## config.mk

```make
export PLATFORM = sky130hd
export DESIGN_NAME = mem_ext_loader
export DESIGN_NICKNAME = d
export VERILOG_FILES = /design/src/rtl/mem_ext_loader.sv
export SDC_FILE = /design/constraint.sdc
export NUM_CORES = 1
export LEC_CHECK = 0
export CORE_MARGIN = 2
export CORE_UTILIZATION = 53
export DETAILED_ROUTE_END_ITERATION = 10
export PLACE_DENSITY = 0.86
export SYNTH_ARGS = -nofsm -noshare
export SYNTH_HDL_FRONTEND = slang
export SYNTH_SLANG_ARGS = --single-unit
```

## constraint.sdc

```tcl
create_clock -name clk -period 4.03 [get_ports clk]
set_input_delay 0.806 -clock clk [delete_from_list [all_inputs] [get_ports clk]]
set_output_delay 0.806 -clock clk [all_outputs]
set_load 0.02 [all_outputs]
```

## src/rtl/mem_ext_loader.sv

```systemverilog
// Host-side loader: turns a 32-bit command/data word stream into CPU external
// memory writes, bounded CPU run windows and data-memory dumps.
module mem_ext_loader #(
   parameter int CNT_W = 14,
   parameter int RUN_W = 30
) (
   input  logic        clk,
   input  logic        arst_n,
   input  logic [31:0] in_data,
   input  logic        in_valid,
   output logic        in_ready,
   output logic [31:0] out_data,
   output logic        out_valid,
   input  logic        out_ready,
   output logic        cpu_enable,
   output logic [63:0] addr_ext,
   output logic        wen_ext,
   output logic        ren_ext,
   output logic [31:0] wdata_ext,
   output logic [63:0] addr_ext_2,
   output logic        wen_ext_2,
   output logic        ren_ext_2,
   output logic [63:0] wdata_ext_2,
   input  logic [63:0] rdata_ext_2,
   output logic        busy,
   output logic        run_done
);

   typedef enum logic [3:0] {
      S_IDLE     = 4'd0,
      S_IMEM_WR  = 4'd1,
      S_DMEM_LO  = 4'd2,
      S_DMEM_HI  = 4'd3,
      S_RUN      = 4'd4,
      S_DUMP_RD  = 4'd5,
      S_DUMP_CAP = 4'd6,
      S_DUMP_LO  = 4'd7,
      S_DUMP_HI  = 4'd8
   } state_t;

   localparam logic [1:0]       CMD_IMEM = 2'b00;
   localparam logic [1:0]       CMD_DMEM = 2'b01;
   localparam logic [1:0]       CMD_RUN  = 2'b10;
   localparam logic [1:0]       CMD_DUMP = 2'b11;
   localparam logic [CNT_W-1:0] CNT_ZERO = {CNT_W{1'b0}};
   localparam logic [CNT_W-1:0] CNT_ONE  = {{(CNT_W-1){1'b0}}, 1'b1};
   localparam logic [RUN_W-1:0] RUN_ZERO = {RUN_W{1'b0}};
   localparam logic [RUN_W-1:0] RUN_ONE  = {{(RUN_W-1){1'b0}}, 1'b1};

   state_t           state_q, state_d;
   logic [CNT_W-1:0] cnt_q, cnt_d;
   logic [15:0]      idx_q, idx_d;
   logic [RUN_W-1:0] run_q, run_d;
   logic [31:0]      lo_q, lo_d;
   logic [31:0]      cap_hi_q, cap_hi_d;
   logic             cpu_enable_q, cpu_enable_d;
   logic             run_done_q, run_done_d;
   logic [63:0]      addr_ext_q, addr_ext_d;
   logic             wen_ext_q, wen_ext_d;
   logic [31:0]      wdata_ext_q, wdata_ext_d;
   logic [63:0]      addr_ext_2_q, addr_ext_2_d;
   logic             wen_ext_2_q, wen_ext_2_d;
   logic             ren_ext_2_q, ren_ext_2_d;
   logic [63:0]      wdata_ext_2_q, wdata_ext_2_d;
   logic [31:0]      out_data_q, out_data_d;
   logic             out_valid_q, out_valid_d;

   logic             in_ready_s, in_fire_s, out_fire_s;
   logic [1:0]       hdr_cmd_s;
   logic [CNT_W-1:0] hdr_cnt_s;
   logic [15:0]      hdr_idx_s;
   logic [RUN_W-1:0] hdr_run_s;
   logic [15:0]      idx_nx_s;

   assign hdr_cmd_s  = in_data[31:30];
   assign hdr_cnt_s  = in_data[16 +: CNT_W];
   assign hdr_idx_s  = in_data[15:0];
   assign hdr_run_s  = in_data[RUN_W-1:0];
   assign idx_nx_s   = idx_q + 16'd1;
   // Load states stop taking words once the count is exhausted (final write cycle).
   assign in_ready_s = (state_q == S_IDLE) ||
                       (((state_q == S_IMEM_WR) || (state_q == S_DMEM_LO) ||
                         (state_q == S_DMEM_HI)) && (cnt_q != CNT_ZERO));
   assign in_fire_s  = in_valid & in_ready_s;
   assign out_fire_s = out_valid_q & out_ready;

   // State register and all datapath/output flops.
   always_ff @(posedge clk or negedge arst_n) begin
      if (!arst_n) begin
         state_q       <= S_IDLE;
         cnt_q         <= CNT_ZERO;
         idx_q         <= 16'd0;
         run_q         <= RUN_ZERO;
         lo_q          <= 32'd0;
         cap_hi_q      <= 32'd0;
         cpu_enable_q  <= 1'b0;
         run_done_q    <= 1'b0;
         addr_ext_q    <= 64'd0;
         wen_ext_q     <= 1'b0;
         wdata_ext_q   <= 32'd0;
         addr_ext_2_q  <= 64'd0;
         wen_ext_2_q   <= 1'b0;
         ren_ext_2_q   <= 1'b0;
         wdata_ext_2_q <= 64'd0;
         out_data_q    <= 32'd0;
         out_valid_q   <= 1'b0;
      end else begin
         state_q       <= state_d;
         cnt_q         <= cnt_d;
         idx_q         <= idx_d;
         run_q         <= run_d;
         lo_q          <= lo_d;
         cap_hi_q      <= cap_hi_d;
         cpu_enable_q  <= cpu_enable_d;
         run_done_q    <= run_done_d;
         addr_ext_q    <= addr_ext_d;
         wen_ext_q     <= wen_ext_d;
         wdata_ext_q   <= wdata_ext_d;
         addr_ext_2_q  <= addr_ext_2_d;
         wen_ext_2_q   <= wen_ext_2_d;
         ren_ext_2_q   <= ren_ext_2_d;
         wdata_ext_2_q <= wdata_ext_2_d;
         out_data_q    <= out_data_d;
         out_valid_q   <= out_valid_d;
      end
   end

   // Next-state and counter logic.
   always_comb begin
      state_d  = state_q;
      cnt_d    = cnt_q;
      idx_d    = idx_q;
      run_d    = run_q;
      lo_d     = lo_q;
      cap_hi_d = cap_hi_q;
      case (state_q)
         S_IDLE: begin
            if (in_fire_s) begin
               cnt_d = hdr_cnt_s;
               idx_d = hdr_idx_s;
               run_d = hdr_run_s;
               case (hdr_cmd_s)
                  CMD_IMEM: state_d = S_IMEM_WR;
                  CMD_DMEM: state_d = S_DMEM_LO;
                  CMD_RUN:  state_d = S_RUN;
                  // an empty dump spends its one busy cycle in the idle load state
                  CMD_DUMP: state_d = (hdr_cnt_s == CNT_ZERO) ? S_IMEM_WR : S_DUMP_RD;
                  default:  state_d = S_IDLE;
               endcase
            end else begin
               state_d = S_IDLE;
            end
         end
         S_IMEM_WR: begin
            if (cnt_q == CNT_ZERO) begin
               state_d = S_IDLE;
            end else if (in_fire_s) begin
               cnt_d = cnt_q - CNT_ONE;
               idx_d = idx_nx_s;
            end else begin
               state_d = S_IMEM_WR;
            end
         end
         S_DMEM_LO: begin
            if (cnt_q == CNT_ZERO) begin
               state_d = S_IDLE;
            end else if (in_fire_s) begin
               lo_d    = in_data;
               state_d = S_DMEM_HI;
            end else begin
               state_d = S_DMEM_LO;
            end
         end
         S_DMEM_HI: begin
            if (in_fire_s) begin
               cnt_d   = cnt_q - CNT_ONE;
               idx_d   = idx_nx_s;
               state_d = S_DMEM_LO;
            end else begin
               state_d = S_DMEM_HI;
            end
         end
         S_RUN: begin
            if (run_q == RUN_ZERO) begin
               state_d = S_IDLE;
            end else begin
               run_d = run_q - RUN_ONE;
            end
         end
         S_DUMP_RD:  state_d = S_DUMP_CAP;
         S_DUMP_CAP: begin
            cap_hi_d = rdata_ext_2[63:32];
            state_d  = S_DUMP_LO;
         end
         S_DUMP_LO: begin
            if (out_fire_s) begin
               state_d = S_DUMP_HI;
            end else begin
               state_d = S_DUMP_LO;
            end
         end
         S_DUMP_HI: begin
            if (out_fire_s) begin
               cnt_d   = cnt_q - CNT_ONE;
               idx_d   = idx_nx_s;
               state_d = (cnt_q == CNT_ONE) ? S_IDLE : S_DUMP_RD;
            end else begin
               state_d = S_DUMP_HI;
            end
         end
         default: state_d = S_IDLE;
      endcase
   end

   // Registered output values for the next cycle; addresses and data hold between uses.
   always_comb begin
      cpu_enable_d  = 1'b0;
      run_done_d    = 1'b0;
      wen_ext_d     = 1'b0;
      wen_ext_2_d   = 1'b0;
      ren_ext_2_d   = 1'b0;
      out_valid_d   = 1'b0;
      addr_ext_d    = addr_ext_q;
      wdata_ext_d   = wdata_ext_q;
      addr_ext_2_d  = addr_ext_2_q;
      wdata_ext_2_d = wdata_ext_2_q;
      out_data_d    = out_data_q;
      case (state_q)
         S_IDLE: begin
            if (in_fire_s && (hdr_cmd_s == CMD_RUN)) begin
               cpu_enable_d = (hdr_run_s != RUN_ZERO);
            end else if (in_fire_s && (hdr_cmd_s == CMD_DUMP) && (hdr_cnt_s != CNT_ZERO)) begin
               ren_ext_2_d  = 1'b1;
               addr_ext_2_d = {45'd0, hdr_idx_s, 3'd0};
            end else begin
               cpu_enable_d = 1'b0;
            end
         end
         S_IMEM_WR: begin
            if (in_fire_s) begin
               wen_ext_d   = 1'b1;
               addr_ext_d  = {46'd0, idx_q, 2'd0};
               wdata_ext_d = in_data;
            end else begin
               wen_ext_d = 1'b0;
            end
         end
         S_DMEM_HI: begin
            if (in_fire_s) begin
               wen_ext_2_d   = 1'b1;
               addr_ext_2_d  = {45'd0, idx_q, 3'd0};
               wdata_ext_2_d = {in_data, lo_q};
            end else begin
               wen_ext_2_d = 1'b0;
            end
         end
         S_RUN: begin
            if (run_q != RUN_ZERO) begin
               cpu_enable_d = (run_q != RUN_ONE);
               run_done_d   = (run_q == RUN_ONE);
            end else begin
               cpu_enable_d = 1'b0;
            end
         end
         S_DUMP_CAP: begin
            out_valid_d = 1'b1;
            out_data_d  = rdata_ext_2[31:0];
         end
         S_DUMP_LO: begin
            out_valid_d = 1'b1;
            if (out_fire_s) begin
               out_data_d = cap_hi_q;
            end else begin
               out_data_d = out_data_q;
            end
         end
         S_DUMP_HI: begin
            if (out_fire_s) begin
               out_valid_d = 1'b0;
               if (cnt_q != CNT_ONE) begin
                  ren_ext_2_d  = 1'b1;
                  addr_ext_2_d = {45'd0, idx_nx_s, 3'd0};
               end else begin
                  ren_ext_2_d = 1'b0;
               end
            end else begin
               out_valid_d = 1'b1;
            end
         end
         default: out_valid_d = 1'b0;
      endcase
   end

   assign in_ready    = in_ready_s;
   assign busy        = (state_q != S_IDLE);
   assign ren_ext     = 1'b0;
   assign cpu_enable  = cpu_enable_q;
   assign run_done    = run_done_q;
   assign addr_ext    = addr_ext_q;
   assign wen_ext     = wen_ext_q;
   assign wdata_ext   = wdata_ext_q;
   assign addr_ext_2  = addr_ext_2_q;
   assign wen_ext_2   = wen_ext_2_q;
   assign ren_ext_2   = ren_ext_2_q;
   assign wdata_ext_2 = wdata_ext_2_q;
   assign out_data    = out_data_q;
   assign out_valid   = out_valid_q;

endmodule

```

==> metrics.txt, run 1 <==
PnR Total Power 15400 µW; drt total wl 37.5 mm; Final Setup Violations 0; Post CTS Setup Buffer Count 0; fraction of registers with async set/reset 100%; Synth Register Bits 294; # rows 59; most frequent cells in the layout dfrtp_1, clkdlybuf4s50_1, mux2_2, nor2_1, a21oi_1; top-area cell type share of the netlist area 51.7%; CP endpoint kind output port; antenna diode count 0; worst-margin pin slew 1.20 ns; ys flop type dfrtp_1; worst path required time 3.22 ns; placed cell areas 0.0168 mm²; f_max 0.286 GHz; Int Power 9400 µW; Rel. slew slack 20.0%; NumNets Final 1643; DR vias/cell 5.79; RSZ-0062 raised after global routing false; critical path data arrival time 2.69 ns; H-tree levels 1; FF-to-FF path depth 7; synthesized area 0.0142 mm²; clock buffer count from CTS 31; routability cong. 0.911; vias in the first global route 10700; antenna violations before repair 0; wire per inst 19.9 µm; area grow syn2layout 25.3%; period utilization 86.8%; worst min path class in -> async; Worst Hold Margin 0.257 ns; Hold Vio Cnt, Final 0; minimum clock period 3.50 ns; Synth area leaders dfrtp_1, mux2_2, buf_4; post-route cell area 0.0178 mm²; CTS resizes 0; CTS clk-pin slew, worst paths 0.06 ns; die width 168 µm; maximum buffer depth of the clock tree 3; vias 10900; max-cap violations 0; DR DRC count 0; count of cell types in the netlist 71; Final ANT Viol Nets 0; status completed; largest area contributor in the netlist dfrtp_1; setup TNS 0 ns; CTS tree built; Sink Count 294; clock network power share 18.5%; worst clock skew 0.0141 ns; Synth Warn # 0; sw frac 38.9%; Clock Tree Root clkbuf_16; # hold bufs at CTS 0; pwr dens 862 mW/mm²; RR Endpoint wdata_ext_2[58]; Logic pwr share 45.4%; Cells after Synth 1288; Port Buffer Count 267; Synth Area per Inst 11.1 µm²; Overflow after GRT 0; Core Region 0.0262 mm²; Post-synth EDFFs 0; RR Startpoint cnt_q[11]; commonest non-fill, non-tap cell in the layout dfrtp_1; largest net degree at the start of global routing 104; Tot GR Track Use 26.1%; Leakage Power 0.00766 µW; initial core utilization 54.3%; Worst R2R Setup Slack 0.88 ns; initial DRC count 1060; Seq/Total Area, Yosys 51.7%; Clk Latency, worst-skew pair 0.57 ns; IO Pins 365; die area 0.0282 mm²; critical-path maximum fanout 6; share of cells above drive strength 1 18.3%; Die Height 168 µm; Worst Setup Path Type reg -> out; dpl hpwl 25.7 mm; 1st-pass router iterations 5; Peak supply drop 0.000486 V; sequential share of power 36.1%; Net Sw Power 5980 µW; max-slew violation count 0; first-pass GRT wire length 59.1 mm; CP startpoint kind flop
per-stage QoR:
stage,util (%),std cells,setup WS (ns)
after floorplan,-,1384,1.56
after global placement,64.2,1835,0.463
after detailed placement,64.2,1835,0.408
after CTS,68.1,1887,0.546
after global routing,68.1,1887,0.403
final,68.1,1887,0.533
worst max-delay path: stages, from the launching register on:
cell	delay (ns)
dfrtp_1	0.42
nor4_2	0.50
nand4_1	0.35
o21a_1	0.28
clkdlybuf4s50_1	0.57
power groups by stage:
| stage | sequential (µW) | clock, µW | combinational [µW] |
|---|---|---|---|
| CTS | 5540 | 2880 | 7000 |
| floorplan | 6240 | 0 | 3450 |
| finish | 5560 | 2840 | 6980 |
| detailed placement | 5570 | 0 | 6950 |
| global placement | 5460 | 0 | 6720 |
| global route | 5740 | 2990 | 7480 |
cells by family after synthesis:
kind of cell | synth area share [%]
adders and majority gates | 0.879
and+or+nand+nor | 10.5
other | 0.0263
xor gates and xnor gates | 0.369
buffers and inverters | 8.29
muxes | 16.5
AOI/OAI and AO/OA | 11.7
DFF | 51.7
routing by layer:
layer  vias to the layer above  global-route usage [%]  wire [µm]
met2                       547                    43.5      18000
met1                      5415                    33.6      14900
met5                         -                       0          0
met4                         0                    6.62        805
li1                       4898                       -          -
met3                        73                    7.66       3750
sequential cells by signal, summed over array words and instances, names as in the netlist, 16 cells and up:
name / flops
addr_ext: 16
out_data: 32
addr_ext_2: 16
lo_q: 32
wdata_ext_2: 64
idx_q: 16
wdata_ext: 32
run_q: 30
cap_hi_q: 32
area by class of cell:
class | instances | area, µm²
Timing Repair Buffer | 291 | 2880
Fill cell | 1872 | 8360
Multi-Input combinational cell | 899 | 6110
Inverter | 16 | 60.1
Clock inverter | 12 | 144
Sequential cell | 294 | 7360
Tap cell | 335 | 419
Clock buffer | 40 | 870
how the worst max path moves through the flow:
stage,startpoint,end,slack (ns)
2_1_floorplan,in_data[18],addr_ext_2[14],1.56
3_3_place_gp,in_data[18],addr_ext_2[3],0.46
3_5_place_dp,in_data[18],addr_ext_2[3],0.41
4_1_cts,cnt_q[11],in_ready,0.55
5_1_grt,cnt_q[11],in_ready,0.40
6_report,cnt_q[11],in_ready,0.53
cells in the mapped netlist, drive strengths merged, types with 6 or more instances:
cell	number
dfrtp	294
mux2	177
buf	140
nor2	112
a21oi	110
nand2	66
o21ai	64
mux2i	36
clkbuf	35
nor3	33
nand3	24
a31oi	17
inv	16
a22oi	15
a2bb2oi	10
ha	10
o22ai	10
nand4	9
nor4	9
or4	9
a221oi	7
o22a	6
or2	6
(Power assumes the default switching activity.)
==> inputs of run 2 (changes only) <==
CTS_CLUSTER_DIAMETER = 40   (was unset)
==> run 2 against run 1 <==
Cell area grew 2.2%. Final cell count is 1.1% higher. Non-clock buffer count unchanged. Highest routed layer unchanged. Via count rose by 1.4%. Worst setup slack improved by 0.020 ns. Clock skew increased by 0.012 ns. Maximum frequency is 0.57% higher.
==> metrics.txt, run 2 (same netlist as run 1, synthesis figures left out) <==
status completed (unchanged); die area 0.0282 mm² (unchanged); FF-to-FF path depth 7 (unchanged); initial core utilization 54.3% (unchanged); DR DRC count 0 (unchanged); 1st-pass router iterations 6 (was 5); Post CTS Setup Buffer Count 0 (unchanged); M2 GR Usage 45.5% (was 43.5%); DR vias/cell 5.81 (was 5.79); commonest non-fill, non-tap cell in the layout dfrtp_1 (unchanged); CTS resizes 0 (unchanged); antenna diode count 0 (unchanged); f_max 0.288 GHz (was 0.286 GHz); drt total wl 38.9 mm (was 37.5 mm); minimum clock period 3.48 ns (was 3.50 ns); worst path required time 3.22 ns (about the same); IO Pins 365 (unchanged); worst-margin pin slew 1.24 ns (was 1.20 ns); Sink Count 294 (unchanged); post-route cell area 0.0182 mm² (was 0.0178 mm²); setup TNS 0 ns (unchanged); share of cells above drive strength 1 19.3% (was 18.3%); die width 168 µm (unchanged); pwr dens 894 mW/mm² (was 862 mW/mm²); grt met1 use 34.5% (was 33.6%); worst min path class in -> async (unchanged); Hold Vio Cnt, Final 0 (unchanged); CP startpoint kind flop (unchanged); max-cap violations 0 (unchanged); first-pass GRT wire length 61.0 mm (was 59.1 mm); dpl hpwl 25.7 mm (unchanged); clock buffer count from CTS 40 (was 31); vias 11100 (was 10900); antenna violations before repair 0 (unchanged); # hold bufs at CTS 0 (unchanged); Final ANT Viol Nets 0 (unchanged); Tot GR Track Use 27.1% (was 26.1%); NumNets Final 1652 (was 1643); Rel. slew slack 17.2% (was 20.0%); Top Usage Layer GRT met2 (unchanged); critical-path maximum fanout 6 (unchanged); Clock Tree Root clkbuf_16 (unchanged); CTS tree built (unchanged); RSZ-0062 raised after global routing false (unchanged); Overflow after GRT 0 (unchanged); period utilization 86.3% (was 86.8%); max-slew violation count 0 (unchanged); Leakage Power 0.00785 µW (was 0.00766 µW); routability cong. 0.911 (unchanged); maximum buffer depth of the clock tree 3 (unchanged); initial DRC count 994 (was 1060); worst clock skew 0.0258 ns (was 0.0141 ns); vias in the first global route 11000 (was 10700); Die Height 168 µm (unchanged); grt met3 use 7.62% (was 7.66%); Port Buffer Count 267 (unchanged); Clk Latency, worst-skew pair 0.55 ns (was 0.57 ns); Core Region 0.0262 mm² (unchanged); layout filler cell count 1813 (was 1872); area grow syn2layout 28.1% (was 25.3%); CTS clk-pin slew, worst paths 0.06 ns (about the same); H-tree levels 2 (was 1); wire per inst 20.4 µm (was 19.9 µm); most frequent cells in the layout dfrtp_1, clkdlybuf4s50_1, mux2_2, nor2_1, a21oi_1 (unchanged); CP endpoint kind output port (unchanged); Worst Setup Path Type reg -> out (unchanged); largest net degree at the start of global routing 104 (unchanged); Final Setup Violations 0 (unchanged); critical path data arrival time 2.67 ns (was 2.69 ns); # rows 59 (unchanged); number of flip-flops in the largest register 64 (unchanged); Peak supply drop 0.000599 V (was 0.000486 V); placed cell areas 0.0168 mm² (unchanged)
==> run 2: cell types whose count changed in the layout (fill, tap and decap cells not counted), sizes merged <==
cell,before,now
clkinvlp,3,5
clkbuf,40,51
inv,18,23
bufinv,2,5
==> run 2: through the flow <==
step                      worst slack, ns  hold WS (ns)  utilization, %  total power (µW)  instances
after CTS                           0.573         0.351            69.6             16300       1908
after detailed placement            0.408         0.491            64.2             12500       1835
after floorplan                      1.56         0.461               -              9690       1384
after global placement              0.463         0.479            64.2             12200       1835
final                               0.553         0.298            69.6             16300       1908
after global routing                0.442         0.373            69.6             17100       1908
==> run 2: layout make-up <==
class	count	area (µm²)	share of cell area, %
sequential	294	7360	40.3
multi-input combinational	899	6110	33.5
timing repair buffer	291	2880	15.8
clock buffer	51	1110	6.11
tap	335	419	2.30
clock inverter	22	293	1.61
inverter	16	60.1	0.329
==> run 2: routing by layer <==
metal / routed length, µm / part of all wire, %
met1: 15300 / 39
met3: 3730 / 9.6
met4: 983 / 2.5
met5: 0 / 0
met2: 18800 / 48
==> run 2: report_power, final <==
part | total (µW) | switching, µW | internal (µW) | leakage (µW)
Combinational | 7030 | 3720 | 3310 | 0.00371
Sequential | 5580 | 1140 | 4440 | 0.00346
Clock | 3690 | 1380 | 2310 | 0.000675
Total | 16300 | 6240 | 10100 | 0.00785
==> run 2: critical path, stage by stage (launching register included) <==
cell	delay [ns]
dfrtp_1	0.42
nor4_2	0.52
nand4_1	0.35
o21a_1	0.27
clkdlybuf4s50_1	0.57
==> run 2: worst paths after layout <==
path                                   end  slack, ns  startpoint
setup reg to reg           wdata_ext_2[23]       0.87   cnt_q[11]
setup / recovery                  in_ready       0.55   cnt_q[11]
min in group clk           wdata_ext_2[22]       0.50    lo_q[22]
max in group asynchronous   addr_ext_2[11]       2.72      arst_n
hold / removal             wdata_ext_2[63]       0.30      arst_n
hold reg to reg            wdata_ext_2[22]       0.50    lo_q[22]
